[src/rtl/saxil_pkg.sv]
// Shared types and constants for the AXI-Lite to device-port bridge.
package saxil_pkg;

    typedef enum logic [2:0] {
        S_IDLE,
        S_REQ,
        S_WAIT,
        S_B,
        S_R
    } state_e;

    localparam logic [1:0] RESP_OKAY   = 2'b00;
    localparam logic [1:0] RESP_SLVERR = 2'b10;

    // Map a captured device error onto the AXI response code.
    function automatic logic [1:0] resp_of(input logic err);
        return err ? RESP_SLVERR : RESP_OKAY;
    endfunction

endpackage

[src/rtl/saxil_to_dev_if.sv]
// AXI-Lite bus bundle; slave modport faces the bridge, master faces the host.
interface saxil_to_dev_if #(
    parameter int ADDR_W = 32,
    parameter int DATA_W = 32
);
    logic [ADDR_W-1:0]   awaddr;
    logic                awvalid;
    logic                awready;
    logic [DATA_W-1:0]   wdata;
    logic [DATA_W/8-1:0] wstrb;
    logic                wvalid;
    logic                wready;
    logic [1:0]          bresp;
    logic                bvalid;
    logic                bready;
    logic [ADDR_W-1:0]   araddr;
    logic                arvalid;
    logic                arready;
    logic [DATA_W-1:0]   rdata;
    logic [1:0]          rresp;
    logic                rvalid;
    logic                rready;

    modport slave (
        input  awaddr, awvalid, output awready,
        input  wdata, wstrb, wvalid, output wready,
        output bresp, bvalid, input bready,
        input  araddr, arvalid, output arready,
        output rdata, rresp, rvalid, input rready
    );

    modport master (
        output awaddr, awvalid, input awready,
        output wdata, wstrb, wvalid, input wready,
        input  bresp, bvalid, output bready,
        output araddr, arvalid, input arready,
        input  rdata, rresp, rvalid, output rready
    );
endinterface

[src/rtl/saxil_to_dev_hold_reg.sv]
// One-deep valid/ready holding register. Ready comes only from the
// registered full flag, so there is no combinational path from valid.
module axil_hold_reg #(
    parameter int WIDTH = 32
) (
    input  logic             clk,
    input  logic             rst,
    input  logic             in_valid,
    output logic             in_ready,
    input  logic [WIDTH-1:0] in_data,
    input  logic             clr,
    output logic             full,
    output logic [WIDTH-1:0] data
);

    // Capture on handshake, release when the consumer takes the entry.
    always_ff @(posedge clk) begin
        if (rst) begin
            full <= 1'b0;
            data <= '0;
        end else if (clr) begin
            full <= 1'b0;
        end else if (in_valid && !full) begin
            full <= 1'b1;
            data <= in_data;
        end
    end

    assign in_ready = !full;

endmodule

[src/rtl/saxil_to_dev.sv]
// AXI-Lite slave bridging to a req/gnt/rvalid device port, one device
// transaction in flight, round-robin between pending read and write.
module saxil_to_dev
    import saxil_pkg::*;
#(
    parameter int AXI_ADDR_WIDTH = 32,
    parameter int AXI_DATA_WIDTH = 32
) (
    input  logic                clk,
    input  logic                rst,
    saxil_to_dev_if.slave       s_axi,
    output logic                dev_req_o,
    output logic [31:0]         dev_addr_o,
    output logic                dev_we_o,
    output logic [3:0]          dev_be_o,
    output logic [31:0]         dev_wdata_o,
    input  logic                dev_gnt_i,
    input  logic                dev_rvalid_i,
    input  logic                dev_err_i,
    input  logic [31:0]         dev_rdata_i
);

    if (AXI_DATA_WIDTH != 32) begin : g_bad_dw
        $error("saxil_to_dev: AXI_DATA_WIDTH must be 32");
    end
    if (AXI_ADDR_WIDTH < 3 || AXI_ADDR_WIDTH > 32) begin : g_bad_aw
        $error("saxil_to_dev: AXI_ADDR_WIDTH must be in 3..32");
    end

    logic                      aw_full, w_full, ar_full;
    logic [AXI_ADDR_WIDTH-1:0] aw_data, ar_data;
    logic [35:0]               w_data;
    logic                      clr_w, clr_r;

    axil_hold_reg #(.WIDTH(AXI_ADDR_WIDTH)) u_aw (
        .clk, .rst,
        .in_valid (s_axi.awvalid), .in_ready (s_axi.awready), .in_data (s_axi.awaddr),
        .clr (clr_w), .full (aw_full), .data (aw_data)
    );

    axil_hold_reg #(.WIDTH(36)) u_w (
        .clk, .rst,
        .in_valid (s_axi.wvalid), .in_ready (s_axi.wready), .in_data ({s_axi.wstrb, s_axi.wdata}),
        .clr (clr_w), .full (w_full), .data (w_data)
    );

    axil_hold_reg #(.WIDTH(AXI_ADDR_WIDTH)) u_ar (
        .clk, .rst,
        .in_valid (s_axi.arvalid), .in_ready (s_axi.arready), .in_data (s_axi.araddr),
        .clr (clr_r), .full (ar_full), .data (ar_data)
    );

    state_e      state_q, state_d;
    logic        rr_last_wr_q, is_wr_q, err_q;
    logic [31:0] rdata_q, addr_q, wdata_q;
    logic [3:0]  be_q;
    logic        wr_pend, rd_pend, issue_wr, issue_rd;
    logic [31:0] aw_addr32, ar_addr32;

    assign wr_pend = aw_full && w_full;
    assign rd_pend = ar_full;

    // Word-align and zero-extend the held addresses onto the 32-bit device bus.
    always_comb begin
        aw_addr32 = '0;
        ar_addr32 = '0;
        aw_addr32[AXI_ADDR_WIDTH-1:2] = aw_data[AXI_ADDR_WIDTH-1:2];
        ar_addr32[AXI_ADDR_WIDTH-1:2] = ar_data[AXI_ADDR_WIDTH-1:2];
    end

    // Next-state, arbitration and holding-register release.
    always_comb begin
        state_d  = state_q;
        issue_wr = 1'b0;
        issue_rd = 1'b0;
        clr_w    = 1'b0;
        clr_r    = 1'b0;
        case (state_q)
            S_IDLE: begin
                if (wr_pend && (!rd_pend || !rr_last_wr_q)) issue_wr = 1'b1;
                else if (rd_pend)                            issue_rd = 1'b1;
                if (issue_wr || issue_rd) state_d = S_REQ;
            end
            S_REQ: begin
                if (dev_gnt_i) begin
                    clr_w   = is_wr_q;
                    clr_r   = !is_wr_q;
                    state_d = S_WAIT;
                end
            end
            S_WAIT: begin
                if (dev_rvalid_i) state_d = is_wr_q ? S_B : S_R;
            end
            S_B: begin
                if (s_axi.bready) state_d = S_IDLE;
            end
            S_R: begin
                if (s_axi.rready) state_d = S_IDLE;
            end
            default: state_d = S_IDLE;
        endcase
    end

    // State register.
    always_ff @(posedge clk) begin
        if (rst) state_q <= S_IDLE;
        else     state_q <= state_d;
    end

    // Device request fields, arbitration history and captured response.
    always_ff @(posedge clk) begin
        if (rst) begin
            rr_last_wr_q <= 1'b0;
            is_wr_q      <= 1'b0;
            addr_q       <= '0;
            be_q         <= '0;
            wdata_q      <= '0;
            err_q        <= 1'b0;
            rdata_q      <= '0;
        end else begin
            if (issue_wr) begin
                rr_last_wr_q <= 1'b1;
                is_wr_q      <= 1'b1;
                addr_q       <= aw_addr32;
                be_q         <= w_data[35:32];
                wdata_q      <= w_data[31:0];
            end else if (issue_rd) begin
                rr_last_wr_q <= 1'b0;
                is_wr_q      <= 1'b0;
                addr_q       <= ar_addr32;
                be_q         <= 4'hF;
                wdata_q      <= '0;
            end
            if (state_q == S_WAIT && dev_rvalid_i) begin
                err_q   <= dev_err_i;
                rdata_q <= dev_rdata_i;
            end
        end
    end

    assign dev_req_o   = (state_q == S_REQ);
    assign dev_addr_o  = addr_q;
    assign dev_we_o    = is_wr_q;
    assign dev_be_o    = be_q;
    assign dev_wdata_o = wdata_q;

    assign s_axi.bvalid = (state_q == S_B);
    assign s_axi.bresp  = s_axi.bvalid ? resp_of(err_q) : RESP_OKAY;
    assign s_axi.rvalid = (state_q == S_R);
    assign s_axi.rresp  = s_axi.rvalid ? resp_of(err_q) : RESP_OKAY;
    assign s_axi.rdata  = (s_axi.rvalid && !err_q) ? rdata_q : '0;

endmodule

[src/flat_wrapper.sv]
// flat-port wrapper written by rule: the top's interface ports become plain ports
module saxil_to_dev_flat import saxil_pkg::*;
#(
    parameter int AXI_ADDR_WIDTH = 32,
    parameter int AXI_DATA_WIDTH = 32
)
  (clk, rst, dev_req_o, dev_addr_o, dev_we_o, dev_be_o, dev_wdata_o, dev_gnt_i, dev_rvalid_i, dev_err_i, dev_rdata_i, s_axi_awaddr, s_axi_awvalid, s_axi_awready, s_axi_wdata, s_axi_wstrb, s_axi_wvalid, s_axi_wready, s_axi_bresp, s_axi_bvalid, s_axi_bready, s_axi_araddr, s_axi_arvalid, s_axi_arready, s_axi_rdata, s_axi_rresp, s_axi_rvalid, s_axi_rready);
  saxil_to_dev_if #(.ADDR_W(32), .DATA_W(32)) s_axi_i ();
  input  logic clk;
  input  logic rst;
  output logic dev_req_o;
  output logic [31:0] dev_addr_o;
  output logic dev_we_o;
  output logic [3:0] dev_be_o;
  output logic [31:0] dev_wdata_o;
  input  logic dev_gnt_i;
  input  logic dev_rvalid_i;
  input  logic dev_err_i;
  input  logic [31:0] dev_rdata_i;
  input wire logic [$bits(s_axi_i.awaddr)-1:0] s_axi_awaddr;
  input wire logic [$bits(s_axi_i.awvalid)-1:0] s_axi_awvalid;
  output wire logic [$bits(s_axi_i.awready)-1:0] s_axi_awready;
  input wire logic [$bits(s_axi_i.wdata)-1:0] s_axi_wdata;
  input wire logic [$bits(s_axi_i.wstrb)-1:0] s_axi_wstrb;
  input wire logic [$bits(s_axi_i.wvalid)-1:0] s_axi_wvalid;
  output wire logic [$bits(s_axi_i.wready)-1:0] s_axi_wready;
  output wire logic [$bits(s_axi_i.bresp)-1:0] s_axi_bresp;
  output wire logic [$bits(s_axi_i.bvalid)-1:0] s_axi_bvalid;
  input wire logic [$bits(s_axi_i.bready)-1:0] s_axi_bready;
  input wire logic [$bits(s_axi_i.araddr)-1:0] s_axi_araddr;
  input wire logic [$bits(s_axi_i.arvalid)-1:0] s_axi_arvalid;
  output wire logic [$bits(s_axi_i.arready)-1:0] s_axi_arready;
  output wire logic [$bits(s_axi_i.rdata)-1:0] s_axi_rdata;
  output wire logic [$bits(s_axi_i.rresp)-1:0] s_axi_rresp;
  output wire logic [$bits(s_axi_i.rvalid)-1:0] s_axi_rvalid;
  input wire logic [$bits(s_axi_i.rready)-1:0] s_axi_rready;
  assign s_axi_i.awaddr = s_axi_awaddr;
  assign s_axi_i.awvalid = s_axi_awvalid;
  assign s_axi_awready = s_axi_i.awready;
  assign s_axi_i.wdata = s_axi_wdata;
  assign s_axi_i.wstrb = s_axi_wstrb;
  assign s_axi_i.wvalid = s_axi_wvalid;
  assign s_axi_wready = s_axi_i.wready;
  assign s_axi_bresp = s_axi_i.bresp;
  assign s_axi_bvalid = s_axi_i.bvalid;
  assign s_axi_i.bready = s_axi_bready;
  assign s_axi_i.araddr = s_axi_araddr;
  assign s_axi_i.arvalid = s_axi_arvalid;
  assign s_axi_arready = s_axi_i.arready;
  assign s_axi_rdata = s_axi_i.rdata;
  assign s_axi_rresp = s_axi_i.rresp;
  assign s_axi_rvalid = s_axi_i.rvalid;
  assign s_axi_i.rready = s_axi_rready;
  saxil_to_dev #(.AXI_ADDR_WIDTH(AXI_ADDR_WIDTH), .AXI_DATA_WIDTH(AXI_DATA_WIDTH)) u_core (.clk(clk), .rst(rst), .s_axi(s_axi_i), .dev_req_o(dev_req_o), .dev_addr_o(dev_addr_o), .dev_we_o(dev_we_o), .dev_be_o(dev_be_o), .dev_wdata_o(dev_wdata_o), .dev_gnt_i(dev_gnt_i), .dev_rvalid_i(dev_rvalid_i), .dev_err_i(dev_err_i), .dev_rdata_i(dev_rdata_i));
endmodule
[config.mk]
export PLATFORM = sky130hd
export DESIGN_NAME = saxil_to_dev_flat
export DESIGN_NICKNAME = d
export VERILOG_FILES = /design/src/rtl/saxil_pkg.sv /design/src/rtl/saxil_to_dev_if.sv /design/src/rtl/saxil_to_dev_hold_reg.sv /design/src/rtl/saxil_to_dev.sv /design/src/flat_wrapper.sv
export SDC_FILE = /design/constraint.sdc
export NUM_CORES = 1
export LEC_CHECK = 0
export CELL_PAD_IN_SITES_DETAIL_PLACEMENT = 1
export CELL_PAD_IN_SITES_GLOBAL_PLACEMENT = 1
export CORE_MARGIN = 2
export CORE_UTILIZATION = 35
export CTS_CLUSTER_SIZE = 16
export DETAILED_ROUTE_END_ITERATION = 7
export HOLD_SLACK_MARGIN = 0.03
export MAX_ROUTING_LAYER = met4
export PLACE_DENSITY = 0.83
export SLEW_MARGIN = 20
export SYNTH_ARGS = -nofsm -noshare
export SYNTH_HDL_FRONTEND = slang
export SYNTH_SLANG_ARGS = --single-unit
[constraint.sdc]
create_clock -name clk -period 3 [get_ports clk]
set_input_delay 0.3 -clock clk [delete_from_list [all_inputs] [get_ports clk]]
set_output_delay 0.3 -clock clk [all_outputs]
set_load 0.01 [all_outputs]
==> results of run 1 <==
[synth_stat cells, drive strengths merged]
cell / count
o31a: 1
nand3: 1
buf: 36
and2: 34
or3: 2
a31oi: 1
a21oi: 102
a21o: 1
inv: 6
nor3: 5
o22ai: 4
nor3b: 2
o221ai: 30
o311ai: 2
a32oi: 1
a21boi: 2
mux2i: 60
nand2b: 2
dfxtp: 202
and3: 1
o21a: 1
o21ai: 1
or3b: 1
a311o: 1
a22oi: 32
nand2: 173
clkbuf: 38
nor2: 100
a311oi: 2
conb: 1
nor2b: 3
[report_power, final]
| part | switching (uW) | internal (uW) |
|---|---|---|
| Sequential | 86.9 | 2810 |
| Clock | 1120 | 1840 |
| Combinational | 411 | 405 |
[through the flow]
step | utilization | setup WS [ps] | power [uW]
2_1_floorplan | - | 1170 | 3390
3_3_place_gp | 0.477 | 616 | 3760
3_5_place_dp | 0.477 | 582 | 3780
4_1_cts | 0.514 | 28.4 | 6770
5_1_grt | 0.514 | 68.2 | 6970
6_report | 0.514 | 217 | 6680
[worst min path at each step]
stage	from	to	slack, ps	cells past startpoint
2_1_floorplan	u_core.rdata_q[0]$_SDFFE_PP0P_	u_core.rdata_q[0]$_SDFFE_PP0P_	430	2
3_3_place_gp	u_core.rdata_q[4]$_SDFFE_PP0P_	u_core.rdata_q[4]$_SDFFE_PP0P_	440	2
3_5_place_dp	u_core.rdata_q[7]$_SDFFE_PP0P_	u_core.rdata_q[7]$_SDFFE_PP0P_	440	2
4_1_cts	rst	u_core.dev_wdata_o[22]$_SDFFE_PP0P_	240	2
5_1_grt	rst	u_core.dev_wdata_o[26]$_SDFFE_PP0P_	260	2
6_report	rst	u_core.dev_wdata_o[24]$_SDFFE_PP0P_	230	2
[what timing repair did]
| item | 4_1_cts | 5_1_grt |
|---|---|---|
| endpoints found under the setup margin | 0 | 31 |
| resized for setup | 0 | 1 |
| hold endpoints to repair | 0 | 0 |
[cell type report]
class / count / area, um^2
flip-flops and latches: 202 / 4050
fillers: 2455 / 10600
clock buffers: 33 / 683
clock inverters: 8 / 128
well taps: 280 / 350
inverters: 6 / 22.5
multi-input cells: 569 / 3370
repair buffers: 261 / 2620
[registers in the layout, indices dropped and copies added, names as in the netlist]
register,count
u_core.dev_addr_o,30
u_core.dev_be_o,4
u_core.dev_wdata_o,32
u_core.dev_we_o,1
u_core.err_q,1
u_core.rdata_q,32
u_core.state_q,3
u_core.u_ar.data,30
u_core.u_ar.full,1
u_core.u_aw.data,30
u_core.u_aw.full,1
u_core.u_w.data,36
u_core.u_w.full,1
[kinds of logic (layout without fill, tap and decap cells)]
logic type	Yosys count	after routing	share of synthesized area
other cells	1	4	0.000481
simple gates	324	324	0.174
buf+inv	80	308	0.0586
compound gates	181	181	0.172
mux	60	60	0.0770
flops	202	202	0.518
[worst max-delay path, cell delays in order, from the launching register on]
cell	delay, ps
dfxtp_2	440
nor3b_1	330
nor2b_1	170
buf_4	280
and2_1	190
clkdlybuf4s50_1	550
[per-layer routing]
layer  up-vias  GRT usage  wire length (um)
met5         -          -                 0
met4         0     0.0414               395
met3        36     0.0527              1580
met2       186      0.350             11600
met1      3249      0.243             10100
li1       3289          -                 -
==> results.md, run 1 <==
* Drt pass-1 iters at 4
* PortBufs at about 240
* Crit Path Class: register to primary output
* Total gr overflow at 0
* Layout area overhead at 43.8%
* Post-CTS Setup Inserts at 0
* R2R Setup Slk at a little over 800 ps
* First-pass GRT wire length at roughly 38000 um
* Critical Path Start: u_core.state_q[2]$_SDFFE_PP0P_
* Post-synthesis cell count at between 800 and 900
* RSZ-0062 raised after global routing: no
* LEAKAGE at 0.00412 uW
* H-tree levels at 1
* Core ar. at ~22000 um^2
* Hold buffer count at cts at 0
* Vias in the first global route at between 7000 and 8000
* Area of the mapped netlist at 7800 um^2
* Io pins at approximately 250
* Setup TNS at 0 ps
* Synth cell types at 42
* Top cells by area, synth: dfxtp_1 (52%), nand2_1 (8.3%), mux2i_1 (7.7%)
* Fin. Hold Viols at 0
* DRT antenna net count at 0
* Startpoint class of the critical path: register
* N_diodes at 0
* Most frequent cells in the layout: clkdlybuf4s50_1 (243), dfxtp_1 (201), nand2_1 (173), a21oi_1 (101), nor2_1 (100)
* CP Capture Point: s_axi_rdata[2]
* Drt wl/cell at about 17 um
* Clk root buf: clkbuf_16
* Setup Skew at approximately 11 ps
* Synth Warn # at 0
* Hpwl dp at around 16000 um
* Initial DRC Count at between 200 and 250
* Most common cell after layout, fill and taps aside: clkdlybuf4s50_1
* CTS tree: built
* Nets at ~1200
* Status: finished, final reports clean
* Slew @ Worst Pin at ~750 ps
* Period utilisation layout at 0.928
* CTS sink count at between 200 and 250
* #FFs+latches synth at between 200 and 250
* Layout cell share with drive strength beyond 1 at 0.0871
* Post-Route WL at 23700 um
* CP Max Fanout at 32
* Initial antenna violation count at 0
* Critical R2R Capture: u_core.dev_addr_o[22]$_SDFFE_PP0P_
* Worst hold path class: input port to register
* CP Data Required Time at 2700 ps
* Maxcap violations at 0
* Via/cell ratio at between 4 and 5
* Die H at approximately 150 um
* Routability cong. at ~0.75
* Clock slew at reported path FFs at 60 ps
* Crit path DAT at about 2500 ps
* Final setup viols at 0
* Fin. max-slew vios at 0
* Final Critical Period at 2780 ps
* Sequential area share after synthesis at 0.518
* Max_slew headroom at 0.499
* Cell area after layout at between 10000 and 15000 um^2
* Largest net degree at the start of global routing at between 80 and 90
* Die area at between 20000 and 25000 um^2
* FP Rows at between 50 and 60
* Post-synthesis area per instance at about 9.2 um^2
* Placed cells at 1318
* Clock Tree Buf Depth at 3
* Placed cell areas at around 10000 um^2
* Power density cells at 595 nW/um^2
* Area share of the largest cell type after synthesis at 0.518
* CP Capture Type: primary output
* Non-filler instance count after layout at 1359
* RR Startpoint: u_core.state_q[1]$_SDFFE_PP0P_
* Minimum hold slack at 230 ps
* All-layer global routing usage at 0.204
* TritonCTS buffer count at 23
* DR DRC count at 0
* Starting density of the core at 0.357
* Area leader, netlist: dfxtp_1
* Clock insertion delay at the later pin of the skew report at slightly above 500 ps
* F_max at approximately 360 MHz
* Reg2reg path depth at 5
* Die width at ~150 um
* Routed vias at just under 7000
* Worst vdd ir at 0.526 mV
Power figures use the tool's default switching activity.
==> run 2, diff against run 1 <==
- CAP_MARGIN: not set -> 20
- PLACE_DENSITY: 0.83 -> 0.79
- SYNTH_HIERARCHICAL: not set -> 1
==> run 2 against run 1 <==
Against the previous run: worst hold slack improved by 66 ps; first-iteration DRC count rose by 27%; synthesized cell count rose by 12%; utilization fell by 3.0 points; clock power fell by 11%; register-to-register slack improved by 180 ps; global-route usage fell by 2.0 points; combinational power rose by 120%; synthesized area rose by 14%; sequential cell count did not move; cell area rose by 8.0%; critical endpoint is now s_axi_rdata[21].
==> results.md, run 2 <==
* Most common cell after layout, fill and taps aside: clkdlybuf4s50_1 (unchanged)
* CTS tree: built (unchanged)
* Routed vias at 7118 (was 6760)
* Drt wl/cell at 16.5 um (was 17.4 um)
* Biggest register: u_core/u_w/data (was u_core.u_w.data)
* Vias in the first global route at 7471 (was 7259)
* Starting density of the core at 0.355 (was 0.357)
* CTS sink count at 202 (unchanged)
* Critical Path Start: u_core/state_q[2]$_SDFFE_PP0P_ (was u_core.state_q[2]$_SDFFE_PP0P_)
* Via/cell ratio at 4.75 (was 4.97)
* Final Core Density at 0.484 (was 0.514)
* FP Rows at 58 (was 54)
* Largest net degree at the start of global routing at 82 (was 85)
* Core ar. at 25000 um^2 (was 21800 um^2)
* Worst vdd ir at 0.349 mV (was 0.526 mV)
* CTS resizes at 0 (unchanged)
* Max_slew headroom at 0.590 (was 0.499)
* Hpwl dp at 16400 um (was 15700 um)
* H-tree levels at 1 (unchanged)
* Initial DRC Count at 286 (was 226)
* Die area at 26700 um^2 (was 23500 um^2)
* Status: finished, final reports clean (unchanged)
* Area of the mapped netlist at 8900 um^2 (was 7800 um^2)
* Total gr overflow at 0 (unchanged)
* Initial antenna violation count at 2 (was 0)
* All-layer global routing usage at 0.184 (was 0.204)
* DR DRC count at 0 (unchanged)
* Crit Path Class: register to primary output (unchanged)
* Layout area overhead at 36.1% (was 43.8%)
* Nets at 1295 (was 1205)
* RR Startpoint: u_core/state_q[1]$_SDFFE_PP0P_ (was u_core.state_q[1]$_SDFFE_PP0P_)
* Setup Skew at 7.72 ps (was 10.7 ps)
* PortBufs at 244 (unchanged)
* Routability cong. at 0.786 (was 0.746)
* Post-synthesis cell count at 950 (was 848)
* Hold Path Origin: rst (unchanged)
* Layout cell share with drive strength beyond 1 at 0.0745 (was 0.0871)
* Io pins at 253 (unchanged)
* Clk root buf: clkbuf_16 (unchanged)
* Maxcap violations at 0 (unchanged)
* Hold path depth at 2 (unchanged)
* DRT antenna net count at 0 (unchanged)
* Die H at 163 um (was 153 um)
* Post-Route WL at 24800 um (was 23700 um)
* CP Max Fanout at 32 (unchanged)
* Clock slew at reported path FFs at 60 ps (about the same)
* Fin. max-slew vios at 0 (unchanged)
* CP Capture Type: primary output (unchanged)
* Final setup viols at 0 (unchanged)
* F_max at 363 MHz (was 359 MHz)
* Most frequent cells in the layout: clkdlybuf4s50_1 (243), dfxtp_1 (200), nand2b_1 (194), nand2_1 (130), mux2i_1 (97) (was clkdlybuf4s50_1 (243), dfxtp_1 (201), nand2_1 (173), a21oi_1 (101), nor2_1 (100))
* Fin. Hold Viols at 0 (unchanged)
* Slew @ Worst Pin at 615 ps (was 751 ps)
* Max FFs per register at 36 (unchanged)
* Clock Tree Buf Depth at 3 (unchanged)
* Crit path DAT at 2450 ps (was 2480 ps)
* Startpoint class of the critical path: register (unchanged)
* Filler Cell Count at 2859 (was 2455)
* Worst hold path class: input port to register (unchanged)
* Clock insertion delay at the later pin of the skew report at 500 ps (was 510 ps)
* Final Critical Period at 2750 ps (was 2780 ps)
* Die width at 163 um (was 153 um)
* Reg2reg path depth at 7 (was 5)
* Post-synthesis area per instance at 9.37 um^2 (was 9.20 um^2)
* LEAKAGE at 0.00434 uW (was 0.00412 uW)
* Hold buffer count at cts at 0 (unchanged)
* TritonCTS buffer count at 23 (unchanged)
* Drt pass-1 iters at 4 (unchanged)
* RSZ-0062 raised after global routing: no (unchanged)
* Power density cells at 626 nW/um^2 (was 595 nW/um^2)
* CP Data Required Time at 2700 ps (about the same)
* Setup TNS at 0 ps (unchanged)
* Post-CTS Setup Inserts at 0 (unchanged)
* Period utilisation layout at 0.918 (was 0.928)
* Synth Warn # at 6 (was 0)
* First-pass GRT wire length at 38500 um (was 38400 um)
* PnR Total Power at 7580 uW (was 6680 uW)
-- run 2: cell type report --
cell class / count / area, um^2 / area share
Multi-Input combinational cell: 664 / 4320 / 0.357
Sequential cell: 202 / 4050 / 0.334
Timing Repair Buffer: 258 / 2610 / 0.216
Clock buffer: 34 / 667 / 0.0551
Tap cell: 330 / 413 / 0.0341
Clock inverter: 6 / 35.0 / 0.00289
Inverter: 4 / 15.0 / 0.00124
Antenna cell: 2 / 5.00 / 0.000413
-- run 2: worst max-delay path, stage by stage, from the launching register on --
cell and delay, ps:
dfxtp_2 460, or3b_1 410, nor2_1 100, buf_4 260
and2_1 170, clkdlybuf4s50_1 550
-- run 2: path summary, 6_finish.rpt --
check | to | slack [ps]
worst max-delay path | s_axi_rdata[21] | 250
worst min-delay path | u_core/dev_addr_o[8]$_SDFFE_PP0P_ | 300
worst max register to register | u_core/u_ar/data[2]$_SDFFE_PP0P_ | 990
worst min register to register | u_core/rdata_q[20]$_SDFFE_PP0P_ | 450
-- run 2: routing by layer --
| layer | part of all wire | GRT usage |
|---|---|---|
| met1 | 0.43 | 0.208 |
| met2 | 0.49 | 0.327 |
| met3 | 0.061 | 0.0447 |
| met4 | 0.018 | 0.0459 |
| met5 | 0 | - |
-- run 2: stage by stage --
stage	instance area (um^2)	instances	setup WS (ps)	hold slack, ps
after global placement	11400	1458	659	437
after floorplan	8910	953	1320	432
after detailed placement	11400	1458	597	443
after global routing	12100	1500	66.5	324
final	12100	1500	246	296
after CTS	12100	1498	51.0	277
-- run 2: power by group --
part / leakage [uW] / internal [uW] / switching (uW)
combinational: 0.00235 / 879 / 888
clock: 0.000342 / 1530 / 1090
sequential: 0.00165 / 2990 / 201
